**src/rtl/axi_pkg.sv**
```systemverilog
// ----------------------------------------------------------------------------
// axi_pkg
// Shared definitions for the AXI write-channel initiator:
//   wm_state_e  - burst sequencer states (IDLE, ADDR, DATA, RESP)
//   OKAY/SLVERR/DECERR - BRESP / done_resp codes
//   BURST_INCR, SIZE_WORD - fixed AW attributes (32-bit incrementing bursts)
// ----------------------------------------------------------------------------
package axi_pkg;

    typedef enum logic [1:0] {
        IDLE = 2'd0,
        ADDR = 2'd1,
        DATA = 2'd2,
        RESP = 2'd3
    } wm_state_e;

    localparam logic [1:0] OKAY       = 2'b00;
    localparam logic [1:0] SLVERR     = 2'b10;
    localparam logic [1:0] DECERR     = 2'b11;
    localparam logic [1:0] BURST_INCR = 2'b01;
    localparam logic [2:0] SIZE_WORD  = 3'b010;

endpackage

```
**src/rtl/axi_write_master.sv**
```systemverilog
// ----------------------------------------------------------------------------
// axi_write_master
// AXI4 write-channel initiator. Takes one burst request at a time on the
// req_* port, issues AW, streams the beats offered on wd_* onto W, collects
// B and reports completion with a one-cycle done_valid strobe.
//
// Ports:
//   ACLK, ARESETn           clock, asynchronous active-low reset
//   req_valid/req_ready     burst request handshake (req_id, req_addr, req_len)
//   wd_valid/wd_ready       beat handshake (wd_data, wd_strb), passed to W
//   done_valid/id/resp      completion strobe with ID and final response
//   AW*_M, W*_M, B*_M       AXI4 write address / data / response channels
//
// Optional feature (macro AXI_WM_TIMEOUT_EN): when defined, a B-wait counter
// aborts RESP after TIMEOUT_CYC cycles without BVALID_M and completes the
// burst with DECERR. When undefined, RESP waits indefinitely.
// ----------------------------------------------------------------------------
module axi_write_master
    import axi_pkg::*;
#(
    parameter int ID_W        = 4,
    parameter int ADDR_W      = 32,
    parameter int DATA_W      = 32,
    parameter int LEN_W       = 4,
    parameter int TIMEOUT_CYC = 1024
) (
    input  logic                ACLK,
    input  logic                ARESETn,
    input  logic                req_valid,
    output logic                req_ready,
    input  logic [ID_W-1:0]     req_id,
    input  logic [ADDR_W-1:0]   req_addr,
    input  logic [LEN_W-1:0]    req_len,
    input  logic                wd_valid,
    output logic                wd_ready,
    input  logic [DATA_W-1:0]   wd_data,
    input  logic [DATA_W/8-1:0] wd_strb,
    output logic                done_valid,
    output logic [ID_W-1:0]     done_id,
    output logic [1:0]          done_resp,
    output logic [ID_W-1:0]     AWID_M,
    output logic [ADDR_W-1:0]   AWADDR_M,
    output logic [LEN_W-1:0]    AWLEN_M,
    output logic [2:0]          AWSIZE_M,
    output logic [1:0]          AWBURST_M,
    output logic                AWVALID_M,
    input  logic                AWREADY_M,
    output logic [DATA_W-1:0]   WDATA_M,
    output logic [DATA_W/8-1:0] WSTRB_M,
    output logic                WLAST_M,
    output logic                WVALID_M,
    input  logic                WREADY_M,
    input  logic [ID_W-1:0]     BID_M,
    input  logic [1:0]          BRESP_M,
    input  logic                BVALID_M,
    output logic                BREADY_M
);

    wm_state_e          state, state_nxt;
    logic [LEN_W-1:0]   beat_cnt;
    logic               b_done;     // B handshake this cycle
    logic               b_timeout;  // B wait expired this cycle

`ifdef AXI_WM_TIMEOUT_EN
    localparam int TO_W = $clog2(TIMEOUT_CYC + 1);
    logic [TO_W-1:0] to_cnt;
`endif

    // Fixed attributes: every burst is INCR of 32-bit words.
    assign AWSIZE_M  = SIZE_WORD;
    assign AWBURST_M = BURST_INCR;

    // Beat payload passes straight through; only the handshake is gated.
    assign WDATA_M = wd_data;
    assign WSTRB_M = wd_strb;

    always_ff @(posedge ACLK or negedge ARESETn) begin
        if (!ARESETn) state <= IDLE;
        else          state <= state_nxt;
    end

    always_comb begin
        state_nxt = state;
        req_ready = 1'b0;
        AWVALID_M = 1'b0;
        WVALID_M  = 1'b0;
        wd_ready  = 1'b0;
        WLAST_M   = 1'b0;
        BREADY_M  = 1'b0;
        b_done    = 1'b0;
        b_timeout = 1'b0;
        case (state)
            IDLE: begin
                req_ready = 1'b1;
                if (req_valid) state_nxt = ADDR;
            end
            ADDR: begin
                AWVALID_M = 1'b1;
                if (AWREADY_M) state_nxt = DATA;
            end
            DATA: begin
                // W and the beat source are joined into one handshake.
                WVALID_M = wd_valid;
                wd_ready = WREADY_M;
                WLAST_M  = (beat_cnt == AWLEN_M);
                if (wd_valid && WREADY_M && WLAST_M) state_nxt = RESP;
            end
            RESP: begin
                BREADY_M = 1'b1;
                if (BVALID_M) begin
                    b_done    = 1'b1;
                    state_nxt = IDLE;
                end
`ifdef AXI_WM_TIMEOUT_EN
                else if (to_cnt == TO_W'(TIMEOUT_CYC - 1)) begin
                    b_timeout = 1'b1;
                    state_nxt = IDLE;
                end
`endif
            end
            default: state_nxt = IDLE;
        endcase
    end

    always_ff @(posedge ACLK or negedge ARESETn) begin
        if (!ARESETn) begin
            AWID_M     <= '0;
            AWADDR_M   <= '0;
            AWLEN_M    <= '0;
            beat_cnt   <= '0;
            done_valid <= 1'b0;
            done_id    <= '0;
            done_resp  <= OKAY;
        end else begin
            done_valid <= 1'b0;
            if (state == IDLE && req_valid) begin
                AWID_M   <= req_id;
                AWADDR_M <= req_addr;
                AWLEN_M  <= req_len;
            end
            // Hold on the last beat so a 16-beat burst never wraps the counter.
            if (state == ADDR && AWREADY_M)
                beat_cnt <= '0;
            else if (state == DATA && wd_valid && WREADY_M && !WLAST_M)
                beat_cnt <= beat_cnt + 1'b1;
            if (b_done) begin
                done_valid <= 1'b1;
                done_id    <= AWID_M;
                // A response for another ID is treated as a slave error.
                done_resp  <= (BID_M != AWID_M) ? SLVERR : BRESP_M;
            end else if (b_timeout) begin
                done_valid <= 1'b1;
                done_id    <= AWID_M;
                done_resp  <= DECERR;
            end
        end
    end

`ifdef AXI_WM_TIMEOUT_EN
    // Counts RESP cycles; zero on every RESP entry.
    always_ff @(posedge ACLK or negedge ARESETn) begin
        if (!ARESETn)            to_cnt <= '0;
        else if (state != RESP)  to_cnt <= '0;
        else                     to_cnt <= to_cnt + 1'b1;
    end
`endif

endmodule
```
**config.mk**
```make
export PLATFORM = sky130hd
export DESIGN_NAME = axi_write_master
export DESIGN_NICKNAME = d
export VERILOG_FILES = /design/src/rtl/axi_pkg.sv /design/src/rtl/axi_write_master.sv
export SDC_FILE = /design/constraint.sdc
export NUM_CORES = 1
export LEC_CHECK = 0
export ABC_CLOCK_PERIOD_IN_PS = 1900
export CAP_MARGIN = 30
export CELL_PAD_IN_SITES_DETAIL_PLACEMENT = 0
export CELL_PAD_IN_SITES_GLOBAL_PLACEMENT = 1
export CORE_ASPECT_RATIO = 1.2
export CORE_UTILIZATION = 25
export CTS_CLUSTER_DIAMETER = 40
export CTS_CLUSTER_SIZE = 24
export DETAILED_ROUTE_END_ITERATION = 7
export GPL_ROUTABILITY_DRIVEN = 0
export PLACE_DENSITY = 0.81
export REMOVE_ABC_BUFFERS = 1
export SLEW_MARGIN = 20
export SYNTH_ARGS = -nofsm -noshare
export SYNTH_HDL_FRONTEND = slang
export SYNTH_SLANG_ARGS = --single-unit
```
**constraint.sdc**
```tcl
create_clock -name ACLK -period 1.9 [get_ports ACLK]
set_input_delay 0.38 -clock ACLK [delete_from_list [all_inputs] [get_ports ACLK]]
set_output_delay 0.38 -clock ACLK [all_outputs]
set_load 0.01 [all_outputs]
```
=== Word level (Yosys, flattened, before mapping) ===
Cells that the tools add are included.

* Register bits: 53
* Latch bits: 0
* Memory bits (writable): 0
* Memory bits (read-only): 0
* Bits of input ports: 89
* Memories: 0

* $add $sub $neg: 1
* Multiply operators: 0
* Divide/modulo/power cells: 0
* Order comparisons: 0
* Eq/ne operators: 9
* Shift operators: 0
* Multiplexer cells: 17
* Bitwise logic cells: 0
* Reduce and logical (&&, ||, !) cells: 11

{| class="wikitable"
|+ Operators with widths
! kind !! count
|-
| $mux W2 || 5
|-
| $mux W1 || 9
|-
| $mux W4 || 2
|-
| $ne A2 B2 Y1 const B || 4
|-
| $pmux W2 S4 || 1
|-
| $logic_and A1 B1 Y1 || 7
|-
| $add A4 B1 Y4 const B || 1
|-
| $eq A2 B2 Y1 const B || 2
|-
| $eq A4 B4 Y1 || 1
|-
| $ne A4 B4 Y1 || 1
|-
| $reduce_and A4 Y1 || 1
|-
| $eq A2 B1 Y1 const B || 1
|-
| $logic_not A2 Y1 || 1
|-
| $reduce_bool A2 Y1 || 1
|-
| $logic_not A1 Y1 || 1
|}

=== Depth between registers and ports, before layout ===
Gate-level depths: netlist of the first run.

* Depth in word-level cells: 6
* Gate-level depth with buffers: 6
* Depth with buffers taken out: 6

=== Worst setup path after synthesis of the first run ===
Ideal clock, no wire load.

* Path kind: reg2reg
* Start: reg state[1]
* End: reg state[0]
* Library setup time: 82 ps
* Arrival time: 1,690 ps
* Required time: 1,818 ps
* Slack: 128 ps
* Cell stages (with the launch flop): 6
* Path buffers: 0
* Period minus slack after synthesis: 1,772 ps
* Cells stage by stage: dfrtp_1 inv_1 ha_1 a222oi_1 mux2_1 a31oi_1

* Word-level cells in the longest chain between the ends: 3
* Elaborated cells between the ends (all ways): 10
* Those cells by class: eq/ne (7); mux (1); reduce/logical (2)

{| class="wikitable"
|+ Ends and longest elaborated chain
! element !! RTL line !! source
|-
| from (decl) || axi_write_master.sv:59 || <nowiki>wm_state_e state, state_nxt;</nowiki>
|-
| from (signal assigned) || axi_write_master.sv:79 || <nowiki>else state <= state_nxt;</nowiki>
|-
| $eq A2 B2 Y1 (tied with other cells) || axi_write_master.sv:92 || <nowiki>case (state)</nowiki>
|-
| $ne A2 B2 Y1 (no source line) || - ||
|-
| $reduce_and A4 Y1 (no source line) || - ||
|}

Parallel ways exist; a longest one is shown, timed or not.
A chain may end at the register's enable or synchronous reset.

=== Worst setup path in the final report of the first run ===
* Start: reg beat_cnt[3]
* End: out WLAST_M

* Word-level cells in the longest chain between the ends: 2

{| class="wikitable"
|+ Ends and longest elaborated chain
! element !! RTL line !! source
|-
| from (decl) || axi_write_master.sv:60 || <nowiki>logic [LEN_W-1:0] beat_cnt;</nowiki>
|-
| from (signal assigned) || axi_write_master.sv:145 || <nowiki>beat_cnt <= beat_cnt + 1'b1;</nowiki>
|-
| $eq A4 B4 Y1 || axi_write_master.sv:105 || <nowiki>WLAST_M = (beat_cnt == AWLEN_M);</nowiki>
|-
| $mux W1 || axi_write_master.sv:92 ||
|-
| to (decl) || axi_write_master.sv:50 || <nowiki>output logic WLAST_M,</nowiki>
|}

No other way between the ends.

==> flow_summary.json, run 1 <==
{
  "crit_path_cell_trace": "xor2_2, nor4_2, buf_4, and2_4, buf_6",
  "yosysSeqAreaShare_pct": 51.4,
  "hp-class": "input pin to asynchronous set/reset pin",
  "drv_slew": 0,
  "setup_violations": 1,
  "drtIter0Drc": 40,
  "p_int_uw": 4090,
  "worst_slew_pin_slew_ns": 0.636,
  "clock_latency_ns": 0.29,
  "cts_sinks": 53,
  "synthArstFlopShare_pct": 100,
  "synth-seq-cells": 53,
  "clock_path_buffers": 2,
  "crit_path_max_fanout": 2,
  "fp-row-count": 40,
  "netlist_top_cells_area": "dfrtp_1, mux2_2, buf_4",
  "hold_buffers": 0,
  "wl_per_cell_um": 17.5,
  "slew_headroom_pct": 57.6,
  "io-pin-count": 183,
  "vias": 1876,
  "slowest_stage": "dfrtp_1",
  "cp_data_required_time_ns": 1.52,
  "synth_edf_count": 0,
  "yosys.area.top_type": "dfrtp_1",
  "numCtsBuffers": 5,
  "clk_pin_slew_worst_paths_ns": 0.07,
  "drc_errors": 0,
  "p_seq_share_pct": 33.4,
  "synth_area_mm2": 0.00258,
  "tns_ns": -0.0512,
  "worstPathArrival_ns": 1.57,
  "rsz0062_at_grt": "true",
  "irDropWorstVdd_mv": 0.511,
  "switching_share_pct": 31.3,
  "violations": "setup timing",
  "dp_hpwl_um": 5750,
  "grt_max_degree": 41,
  "area_growth_pct": 50.0,
  "dieArea_mm2": 0.0107,
  "clockRootBuffer": "clkbuf_16",
  "coreArea_mm2": 0.0100,
  "first_global_vias": 1937,
  "die_w_um": 94.8,
  "drive_gt1_share_pct": 27.2,
  "synth_ff_type": "dfrtp_1",
  "hold_viol": 0,
  "outcome": "finished, violations left",
  "p_clk_share_pct": 14.8,
  "powerDensity_mw_per_mm2": 1540,
  "gr-total-overflow": 0,
  "power_frac_comb_pct": 51.9,
  "post-route-period-util_pct": 103,
  "drt-pass1-iter-count": 4,
  "ant_nets": 0,
  "cts_tree": "yes",
  "cp-end-kind": "output pin",
  "fill_cells": 978,
  "die_h_um": 113,
  "setup_ws_ns": -0.0512,
  "viasPerCell": 4.39,
  "antenna_cells": 0,
  "start_util_pct": 25.8,
  "worst-setup-path-type": "register to output pin",
  "htreeDepth": 2,
  "cp_slowest_stage_delay_ns": 0.40,
  "p_sw_uw": 1870,
  "fmax_mhz": 513,
  "ys_warn_count": 0,
  "numPortBuffers": 105,
  "startpoint_type": "register",
  "track_usage_pct": 14.2,
  "leakagePower_uw": 0.00171,
  "synth_area_per_cell_um2": 12.7,
  "final.setup_skew_ns": 0.00340,
  "post-route-util_pct": 38.7,
  "grt_pass1_wl_um": 11000,
  "syn_inst": 203,
  "drv_cap": 0,
  "fin_crit_ns": 1.95,
  "routed_wl_um": 7460,
  "ys_types": 30,
  "nets": 395,
  "antenna_found_initial": 0,
  "synth_top_cell_area_share_pct": 51.4
}
==> final timing paths <==
path | startpoint | to | slack [ns] | cells after the start
max | beat_cnt[3] | WLAST_M | -0.05 | 5
min | ARESETn | AWID_M[1] | 0.1 | 1
max reg2reg | beat_cnt[3] | beat_cnt[3] | 0.15 | 6
min reg2reg | AWADDR_M[7] | AWADDR_M[7] | 0.49 | 1
max in group asynchronous | ARESETn | AWADDR_M[18] | 1.20 | 2
min in group ACLK | AWADDR_M[7] | AWADDR_M[7] | 0.49 | 1
==> power groups by stage <==
stage	Clock [µW]	Combinational (µW)	Sequential (µW)
floorplan	0	1060	2230
global placement	0	2940	1980
detailed placement	0	2980	2010
CTS	919	3090	1990
global route	963	3320	2050
finish	880	3090	1990
==> layout make-up <==
class	instances	area, µm²	share of cell area (%)
clock inverter	2	10.0	0.259
sequential	53	1330	34.3
tap	126	158	4.07
multi-input combinational	101	950	24.5
clock buffer	6	129	3.33
timing repair buffer	132	1270	32.9
inverter	7	26.3	0.679
==> metal layers <==
metal | GRT usage, % | vias to the layer above | share of wire, %
met5 | 8.33 | - | 1.6
met1 | 16.5 | 906 | 39
met2 | 19.0 | 126 | 43
met4 | 4.44 | 4 | 1.4
li1 | - | 828 | -
met3 | 11.0 | 12 | 15
==> sequential cells by signal, indices dropped and copies added, names as in the netlist <==
name	cells
AWLEN_M	4
AWID_M	4
done_resp	2
beat_cnt	4
done_id	4
AWADDR_M	32
state	2
done_valid	1
==> what timing repair did <==
item	CTS	global route
pin swaps	3	2
buffers inserted	5	2
gates resized for setup	14	4
endpoints found under the setup margin	5	2
cloned	0	0
==> layout by cell type, fill, tap and decap left out, drive strengths merged <==
cell type       n
clkdlybuf4s50  98
dfrtp          53
mux2           45
buf            29
nand2           7
inv             7
clkbuf          6
ha              6
nand3           5
conb            5
xor2            5
xnor2           4
dlygate4sd2     4
a21oi           3
and2            3
and3            2
a31o            2
mux2i           2
clkinv          2
nor4            1
o41a            1
o21ai           1
nor2            1
a222oi          1
a31oi           1
nor3            1
a22o            1
nor2b           1
a2bb2oi         1
nand2b          1
nand4           1
dlymetal6s2s    1
==> kinds of logic (layout without fill, tap and decap cells) <==
family | after synthesis | after routing | synth area share, %
muxes | 47 | 47 | 20.4
adders and majority gates | 6 | 6 | 2.91
DFF | 53 | 53 | 51.4
and+or+nand+nor | 23 | 23 | 4.75
buffers and inverters | 52 | 147 | 13.6
AOI/OAI and AO/OA | 11 | 11 | 3.59
other | 2 | 5 | 0.291
xor gates and xnor gates | 9 | 9 | 3.05
==> critical path: cells and delay by family, from the launching register on <==
kind / cells / cell delay [ns]
simple gates: 2 / 0.44
flops: 1 / 0.40
buf+inv: 2 / 0.26
xor+xnor: 1 / 0.19
==> cell usage after synthesis (2+ instances only) <==
master    count
conb_1        2
dfrtp_1      53
nand2_1       7
a21oi_1       3
and3_1        2
buf_4        41
mux2_2       36
xor2_1        5
mux2i_1       2
inv_1         7
xnor2_1       4
ha_1          6
a31o_1        2
and2_1        3
mux2_1        9
nand3_1       5
buf_2         2
clkbuf_1      2
==> stage by stage <==
step / total power, µW / setup slack [ns] / hold slack, ns / cells / area, µm²
floorplan: 3280 / -0.228 / 0.0844 / 161 / 2270
global placement: 4920 / -0.162 / 0.434 / 412 / 3650
detailed placement: 4990 / -0.173 / 0.435 / 412 / 3650
CTS: 6000 / -0.0904 / 0.120 / 425 / 3840
global route: 6330 / -0.0896 / 0.145 / 427 / 3870
finish: 5960 / -0.0512 / 0.0971 / 427 / 3870
Note: power is estimated with default switching activity, not from simulation.
==> inputs of run 2 (changes only) <==
- ABC_CLOCK_PERIOD_IN_PS: 1900 -> 2520
- CORE_UTILIZATION: 25 -> 28
- CTS_BUF_LIST: default -> sky130_fd_sc_hd__clkbuf_8
- PLACE_DENSITY: 0.81 -> 0.89
- clock period: 1.9 -> 2.52 ns (I/O delays scaled with it)
==> run 2 against run 1 <==
The run now ends clean; clock power is 47% lower; critical endpoint is now WVALID_M; total power is 32% lower; highest routed layer unchanged; wire length is 7.2% lower; register-to-register slack better by 0.42 ns; worst setup slack better by 0.24 ns; count of clock-buffer cells in the layout is 1 lower; worst hold slack better by 0.22 ns; sequential power is 24% lower; largest cell class unchanged.
==> flow_summary.json, run 2 (synthesized netlist as in run 1, its figures left out) <==
{
  "route.met3.wl_um": 1080,
  "wl_per_cell_um": 17.4,
  "die_w_um": 89.7,
  "drv_cap": 0,
  "first_global_vias": 1866,
  "p_int_uw": 2720,
  "startpoint_type": "register",
  "grt_max_degree": 54,
  "layout_common_cells": "clkdlybuf4s50_1, dfrtp_1, mux2_2, mux2_1, inv_1",
  "stdcell_area_mm2": 0.00359,
  "ant_nets": 0,
  "worstPathArrival_ns": 1.83,
  "fin_crit_ns": 2.33,
  "track_usage_pct": 14.8,
  "antenna_found_initial": 0,
  "layout_commonest_cell": "clkdlybuf4s50_1",
  "cts_tree": "yes",
  "leakagePower_uw": 0.00155,
  "dp_hpwl_um": 5310,
  "clk_pin_slew_worst_paths_ns": 0.10,
  "routed.top_layer": "met5",
  "setup_violations": 0,
  "place_ws_ns": 0.269,
  "cp_data_required_time_ns": 2.02,
  "dp_cells": 388,
  "drc_errors": 0,
  "largest_reg_flops": 32,
  "switching_share_pct": 32.8,
  "drt-pass1-iter-count": 5,
  "wl_met2_um": 2910,
  "dieArea_mm2": 0.00961,
  "wl_met1_um": 2840,
  "fmax_mhz": 429,
  "hp-class": "input pin to asynchronous set/reset pin",
  "finalNonFillerCells": 397,
  "tns_ns": 0,
  "fp-row-count": 38,
  "clockRootBuffer": "clkbuf_8",
  "area_growth_pct": 39.1,
  "drv_slew": 0,
  "cp-end-kind": "output pin",
  "final.setup_skew_ns": 0.0112,
  "outcome": "complete, no violations",
  "start_util_pct": 28.7,
  "grt_pass1_wl_um": 10400,
  "p_clk_share_pct": 11.6,
  "worst-setup-path-type": "register to output pin",
  "drtIter0Drc": 80,
  "cts_sinks": 53,
  "crit_path_max_fanout": 8,
  "nets": 371,
  "hold_buffers": 0,
  "die_h_um": 107,
  "powerDensity_mw_per_mm2": 1130,
  "numPortBuffers": 105,
  "post-route-period-util_pct": 92.6,
  "fill_cells": 838,
  "gr-total-overflow": 0,
  "worst_slew_pin_slew_ns": 0.664,
  "vias": 1830,
  "drive_gt1_share_pct": 18.1,
  "p_seq_share_pct": 37.3,
  "hold_viol": 0,
  "rsz0062_at_grt": "false",
  "viasPerCell": 4.61,
  "htreeDepth": 2,
  "placed_cell_area_mm2": 0.00349,
  "power_frac_comb_pct": 51.1,
  "routed_wl_um": 6920,
  "coreArea_mm2": 0.00899,
  "p_sw_uw": 1330,
  "antenna_cells": 0,
  "top_register": "AWADDR_M",
  "clock_path_buffers": 2,
  "io-pin-count": 183,
  "numCtsBuffers": 5,
  "setup_ws_ns": 0.188,
  "clock_latency_ns": 0.30,
  "irDropWorstVdd_mv": 0.494,
  "slew_headroom_pct": 55.8
}
## run 2: what timing repair did
action,in CTS,in global routing
setup endpoints to repair,1,1
pin swaps,1,1
resized for setup,0,1
setup buffers,1,0
## run 2: worst paths after layout
| path | startpoint | endpoint | slack, ns | cells past startpoint |
|---|---|---|---|---|
| min in group ACLK | AWADDR_M[23] | AWADDR_M[23] | 0.50 | 1 |
| setup reg to reg | state[1] | state[0] | 0.57 | 5 |
| max in group asynchronous | ARESETn | beat_cnt[3] | 1.76 | 2 |
| setup / recovery | state[0] | WVALID_M | 0.19 | 4 |
| hold / removal | ARESETn | AWADDR_M[20] | 0.32 | 2 |
| hold reg to reg | AWADDR_M[23] | AWADDR_M[23] | 0.50 | 1 |
## run 2: stage by stage
step / total power, µW / util [%] / hold WS (ns)
after detailed placement: 3600 / 38.9 / 0.484
after floorplan: 2480 / - / 0.208
after global placement: 3560 / 38.9 / 0.473
after global routing: 4310 / 40.0 / 0.367
after CTS: 4110 / 39.9 / 0.333
final: 4050 / 40.0 / 0.318
## run 2: power by group through the flow
stage / combinational [µW] / clock, µW / sequential, µW
2_1_floorplan: 798 / 0 / 1680
3_3_place_gp: 2050 / 0 / 1510
4_1_cts: 2090 / 495 / 1520
3_5_place_dp: 2070 / 0 / 1530
6_report: 2070 / 469 / 1510
5_1_grt: 2220 / 527 / 1560
## run 2: area by class of cell
class                           count  area (µm²)  area share [%]
Timing Repair Buffer              108        1080            30.2
Inverter                            7        26.3           0.732
Multi-Input combinational cell    101         917            25.5
Clock inverter                      3        18.8           0.523
Clock buffer                        5        68.8            1.92
Tap cell                          120         150            4.18
Sequential cell                    53        1330            36.9
## run 2: worst max-delay path, stage by stage (launching register included)
cell and delay [ns]:
dfrtp_1 0.41, inv_1 0.15, ha_1 0.30, and2_1 0.16, clkdlybuf4s50_1 0.52
## run 2: layer usage
metal | global-route usage [%] | vias up
met5 | 9.09 | -
met3 | 11.7 | 6
met2 | 18.9 | 138
met1 | 18.3 | 898
li1 | - | 786
met4 | 3.40 | 2
==> inputs of run 3 (changes only) <==
- HOLD_SLACK_MARGIN: default -> 0.03
- SETUP_SLACK_MARGIN: default -> 0.1
==> run 3 against run 2 <==
Worst setup slack better by 0.097 ns; non-clock buffer count is 3 higher; global-route usage is 0.11 points higher; sequential cell count stayed put; via count is 1.4% higher; sequential share of layout area is 0.32 points lower; maximum frequency is 4.4% higher; count of clock-buffer cells in the layout stayed put; clock power hardly changed; critical path depth stayed put; sequential power hardly changed; combinational power is 2% higher; largest power group unchanged.
==> flow_summary.json, run 3 (synthesized netlist as in run 1, its figures left out) <==
{
  "routed.top_layer": "met5",
  "fmax_mhz": 447,
  "r2r_end": "state[0]",
  "final.setup_skew_ns": 0.0112,
  "clockRootBuffer": "clkbuf_8",
  "setup_violations": 0,
  "gr-total-overflow": 0,
  "wl_per_cell_um": 17.5,
  "clock_latency_ns": 0.30,
  "cts_sinks": 53,
  "leakagePower_uw": 0.00155,
  "top_register": "AWADDR_M",
  "cp-end-kind": "output pin",
  "post-route-util_pct": 40.3,
  "io-pin-count": 183,
  "powerDensity_mw_per_mm2": 1130,
  "route.met3.wl_um": 1040,
  "drv_slew": 0,
  "placed_cell_area_mm2": 0.00349,
  "startpoint_type": "register",
  "outcome": "complete, no violations",
  "viasPerCell": 4.64,
  "die_h_um": 107,
  "r2r_cells": 5,
  "power_uw": 4090,
  "grt_pass1_wl_um": 10500,
  "layout_commonest_cell": "clkdlybuf4s50_1",
  "slew_headroom_pct": 55.8,
  "wl_met1_um": 2880,
  "htreeDepth": 2,
  "grt_max_degree": 54,
  "tns_ns": 0,
  "routed_wl_um": 6990,
  "dp_hpwl_um": 5310,
  "track_usage_pct": 14.9,
  "die_w_um": 89.7,
  "ant_nets": 0,
  "dieArea_mm2": 0.00961,
  "irDropWorstVdd_mv": 0.494,
  "cp_data_required_time_ns": 2.02,
  "hold_buffers": 0,
  "layout_common_cells": "clkdlybuf4s50_1, dfrtp_1, mux2_2, mux2_1, inv_1",
  "first_global_vias": 1888,
  "rrSetupSlack_ns": 0.51,
  "antenna_found_initial": 0,
  "coreArea_mm2": 0.00899,
  "drt-pass1-iter-count": 5,
  "area_growth_pct": 40.3,
  "numPortBuffers": 105,
  "crit_path_max_fanout": 8,
  "antenna_cells": 0,
  "fp-row-count": 38,
  "hold_viol": 0,
  "cts_tree": "yes",
  "drive_gt1_share_pct": 19.3,
  "largest_reg_flops": 32,
  "worstPathArrival_ns": 1.73,
  "wl_met2_um": 2970,
  "vias": 1856,
  "clk_pin_slew_worst_paths_ns": 0.10,
  "worst_slew_pin_slew_ns": 0.664,
  "clock_path_buffers": 2,
  "nets": 374,
  "post-route-period-util_pct": 88.7,
  "drtIter0Drc": 93,
  "stdcell_area_mm2": 0.00362,
  "drc_errors": 0,
  "numCtsBuffers": 5,
  "start_util_pct": 28.7,
  "hp-class": "input pin to asynchronous set/reset pin",
  "drv_cap": 0,
  "rsz0062_at_grt": "false",
  "fin_crit_ns": 2.24,
  "worstReg2RegStart": "state[1]",
  "worst-setup-path-type": "register to output pin"
}
run 3: cell count changes in the layout (fill, tap and decap cells not counted), sizes merged:
cell / change
buf: +3
dlymetal6s2s: -1
dlygate4sd2: +1
run 3: power breakdown:
group	total, µW	internal [µW]	switching (µW)	leakage [µW]
sequential	1510	1260	252	0.000635
combinational	2120	1300	814	0.000872
clock	469	192	277	0.0000416
run 3: worst max-delay path: stages, from the launching register on:
cell and delay, ns:
dfrtp_1 0.41, inv_1 0.18, ha_4 0.20, and2_1 0.12
clkdlybuf4s50_1 0.52
run 3: timing repair:
action                     4_1_cts  5_1_grt
setup endpoints to repair        1        2
buffers inserted                 4        0
pin swaps                        1        0
cloned                           0        0
resized for setup                1        2
run 3: cell type report:
type	instances	area [µm²]
clock buffer	5	68.8
sequential	53	1330
tap	120	150
timing repair buffer	111	1100
inverter	7	26.3
multi-input combinational	101	930
fill	835	5360
clock inverter	3	18.8
run 3: worst max path at each step:
stage                        end  cells after the start       start
floorplan           AWADDR_M[11]                      4    state[0]
global placement         WLAST_M                      4  AWLEN_M[3]
detailed placement       WLAST_M                      4  AWLEN_M[3]
CTS                     WVALID_M                      4    state[0]
global route            wd_ready                      4    state[0]
finish                  WVALID_M                      4    state[0]
run 3: metrics by stage:
| step | setup WS, ns | hold slack [ns] | instances |
|---|---|---|---|
| 6_report | 0.285 | 0.318 | 400 |
| 5_1_grt | 0.143 | 0.367 | 400 |
| 4_1_cts | 0.173 | 0.333 | 400 |
| 3_5_place_dp | 0.269 | 0.484 | 388 |
| 3_3_place_gp | 0.300 | 0.473 | 388 |
| 2_1_floorplan | 0.392 | 0.208 | 161 |
run 3: per-layer routing:
metal	vias up	GRT usage, %
li1	793	-
met1	915	18.4
met2	136	19.3
met3	10	11.7
met4	2	3.40
met5	-	9.09
==> patch, RTL diff (settings of run 1) <==
Re-encode `wm_state_e` (4 states) as one-hot, 4 bits wide.
--- a/src/rtl/axi_pkg.sv
+++ b/src/rtl/axi_pkg.sv
@@ -8,9 +8,9 @@
 package axi_pkg;
 
-    typedef enum logic [1:0] {
-        IDLE = 2'd0,
-        ADDR = 2'd1,
-        DATA = 2'd2,
-        RESP = 2'd3
+    typedef enum logic [3:0] {
+        IDLE = 4'b0001,
+        ADDR = 4'b0010,
+        DATA = 4'b0100,
+        RESP = 4'b1000
     } wm_state_e;
 
Behaviour: no difference found for any inputs over 10 cycles, from zero or initial values and one cycle with ARESETn low; not proved beyond that.
==> patch against run 1 <==
  * Utilization is 0.53 points lower
  * Sequential share of layout area is 1.7 points higher
  * Final cell count is 1.6% lower
  * Setup slack better by 0.13 ns
  * Power is 7.3% lower
  * Register-to-register slack worse by 0.04 ns
  * Routed wire length is 8.6% lower
  * Clock skew is 0.0019 ns higher
  * Global-route usage is 1.6 points lower
  * Synthesized area is 0.29% higher
  * Sequential cell count is 2 higher
  * Clock power is 31% higher
  * Cell area is 0.87% lower
==> patch: results (changes against run 1) <==
global-route wire length before repair=10.1 mm (was 11.0 mm); worst reg2reg setup slack=0.11 ns (was 0.15 ns); TritonRoute pass-1 iters=4 (unchanged); fillers=990 (was 978); Sw Ratio=28.3% (was 31.3%); worst hold path type=in -> async (unchanged); Max-Cap Viols=0 (unchanged); ANT cells=0 (unchanged); top area cells in the synthesized netlist=dfrtp_1, mux2_2, buf_4, nand2_1, xnor2_1 (was dfrtp_1, mux2_2, buf_4, mux2_1, ha_1); nets=383 (was 395); dpl cell area=0.00363 mm^2 (was 0.00365 mm^2); Synth Warn #=0 (unchanged); layout cells sized above 1=28.6% (was 27.2%); register area share after synthesis=53.2% (was 51.4%); RR Endpoint=AWADDR_M[7]$_DFFE_PN0P_ (was beat_cnt[3]$_DFFE_PN0P_); global route overflow=0 (unchanged); DP Cell Count=410 (was 412); Yosys cell types=34 (was 30); CP max stage delay=0.45 ns (was 0.40 ns); CP max-delay cell=dfrtp_2 (was dfrtp_1); crit path DAT=1.45 ns (was 1.57 ns); max reg flops=32 (unchanged); leakage=1.63 nW (was 1.71 nW); First DRT Iteration DRCs=29 (was 40); final WL=6.81 mm (was 7.46 mm); Final Non-Filler Cells=420 (was 427); synth cell count leaders=dfrtp_1, mux2_2, buf_4 (was dfrtp_1, buf_4, mux2_2); maximum fanout along the worst path=5 (was 2); R2R depth=6 (unchanged); Final Skew=0.00525 ns (was 0.00340 ns); worst flop-to-flop path startpoint=state[1]$_DFFE_PN0P_ (was beat_cnt[3]$_DFFE_PN0P_); clk root buf=clkbuf_16 (unchanged); Crit path max-delay family=flip-flops (was simple AND/OR/NAND/NOR gates); initial antenna violation count=0 (unchanged); Clk Latency, worst-skew pair=0.29 ns (about the same); post-DR vias/cell=4.42 (was 4.39); final setup fails=0 (was 1); Critical Path Sink=WVALID_M (was WLAST_M); peak supply drop=0.000685 V (was 0.000511 V); pin count of the biggest net entering global routing=56 (was 41); status=completed (was finished with violations); total track usage=12.6% (was 14.2%); input/output buffers=105 (unchanged); most flop-heavy register=AWADDR_M (unchanged); hpwl dp=5.24 mm (was 5.75 mm); vias in the first global route=1885 (was 1937)
==> patch: changes by cell type after synthesis, moves of 3 or more <==
cell and change:
o21ai_0 +5, mux2_1 -9, ha_1 -5, nand2_1 +3
mux2_2 +8, inv_1 -3
==> patch: cells by family after synthesis <==
group | share of synthesized area [%]
DFF | 53.2
xor gates and xnor gates | 2.71
adders and majority gates | 0.483
and+or+nand+nor | 7.35
other | 0.290
muxes | 19.5
buffers and inverters | 13.2
AOI/OAI and AO/OA | 3.24
==> patch: power by group through the flow <==
stage / Combinational, mW / Sequential [mW] / Clock [mW]
floorplan: 0.839 / 2.17 / 0
global placement: 2.41 / 1.95 / 0
detailed placement: 2.42 / 1.98 / 0
CTS: 2.43 / 1.98 / 1.20
global route: 2.58 / 2.03 / 1.25
finish: 2.40 / 1.96 / 1.15
==> patch: worst min-delay path by stage <==
stage	end	slack (ns)	cells past startpoint	start
after floorplan	AWADDR_M[0]$_DFFE_PN0P_	0.08	0	ARESETn
after global placement	AWADDR_M[18]$_DFFE_PN0P_	0.40	2	ARESETn
after detailed placement	AWADDR_M[18]$_DFFE_PN0P_	0.41	2	ARESETn
after CTS	AWADDR_M[18]$_DFFE_PN0P_	0.1	2	ARESETn
after global routing	AWADDR_M[18]$_DFFE_PN0P_	0.10	2	ARESETn
final	AWADDR_M[18]$_DFFE_PN0P_	0.09	2	ARESETn
==> patch: area by class of cell <==
cell class,instances,area [um^2],share of cell area [%]
inverters,4,15.0,0.391
multi-input cells,102,905,23.6
clock buffers,6,129,3.36
clock inverters,2,60.1,1.57
repair buffers,125,1190,31.0
flip-flops and latches,55,1380,36.0
well taps,126,158,4.11
==> patch: metrics by stage <==
| step | worst slack [ns] | hold WS, ns | setup TNS (ns) |
|---|---|---|---|
| final | 0.0749 | 0.0857 | 0 |
| after global routing | 0.00204 | 0.104 | 0 |
| after CTS | 0.0195 | 0.0957 | 0 |
| after detailed placement | -0.0169 | 0.410 | -0.0300 |
| after global placement | 0.0207 | 0.401 | 0 |
| after floorplan | -0.447 | 0.0844 | -18.23 |
==> patch: repair_timing <==
action | in CTS | in global routing
hold endpoints to repair | 0 | 0
pin swaps | 1 | 0
setup buffers | 1 | 1
resized for setup | 17 | 3
endpoints found under the setup margin | 6 | 12
cloned | 0 | 0
==> patch: metal layers <==
| layer | GRT usage (%) | share of wire, % | routed length [um] |
|---|---|---|---|
| met1 | 15.0 | 40 | 2730 |
| met5 | 3.92 | 0 | 0 |
| met4 | 2.73 | 0.65 | 44 |
| met2 | 17.3 | 42 | 2890 |
| met3 | 10.0 | 17 | 1140 |
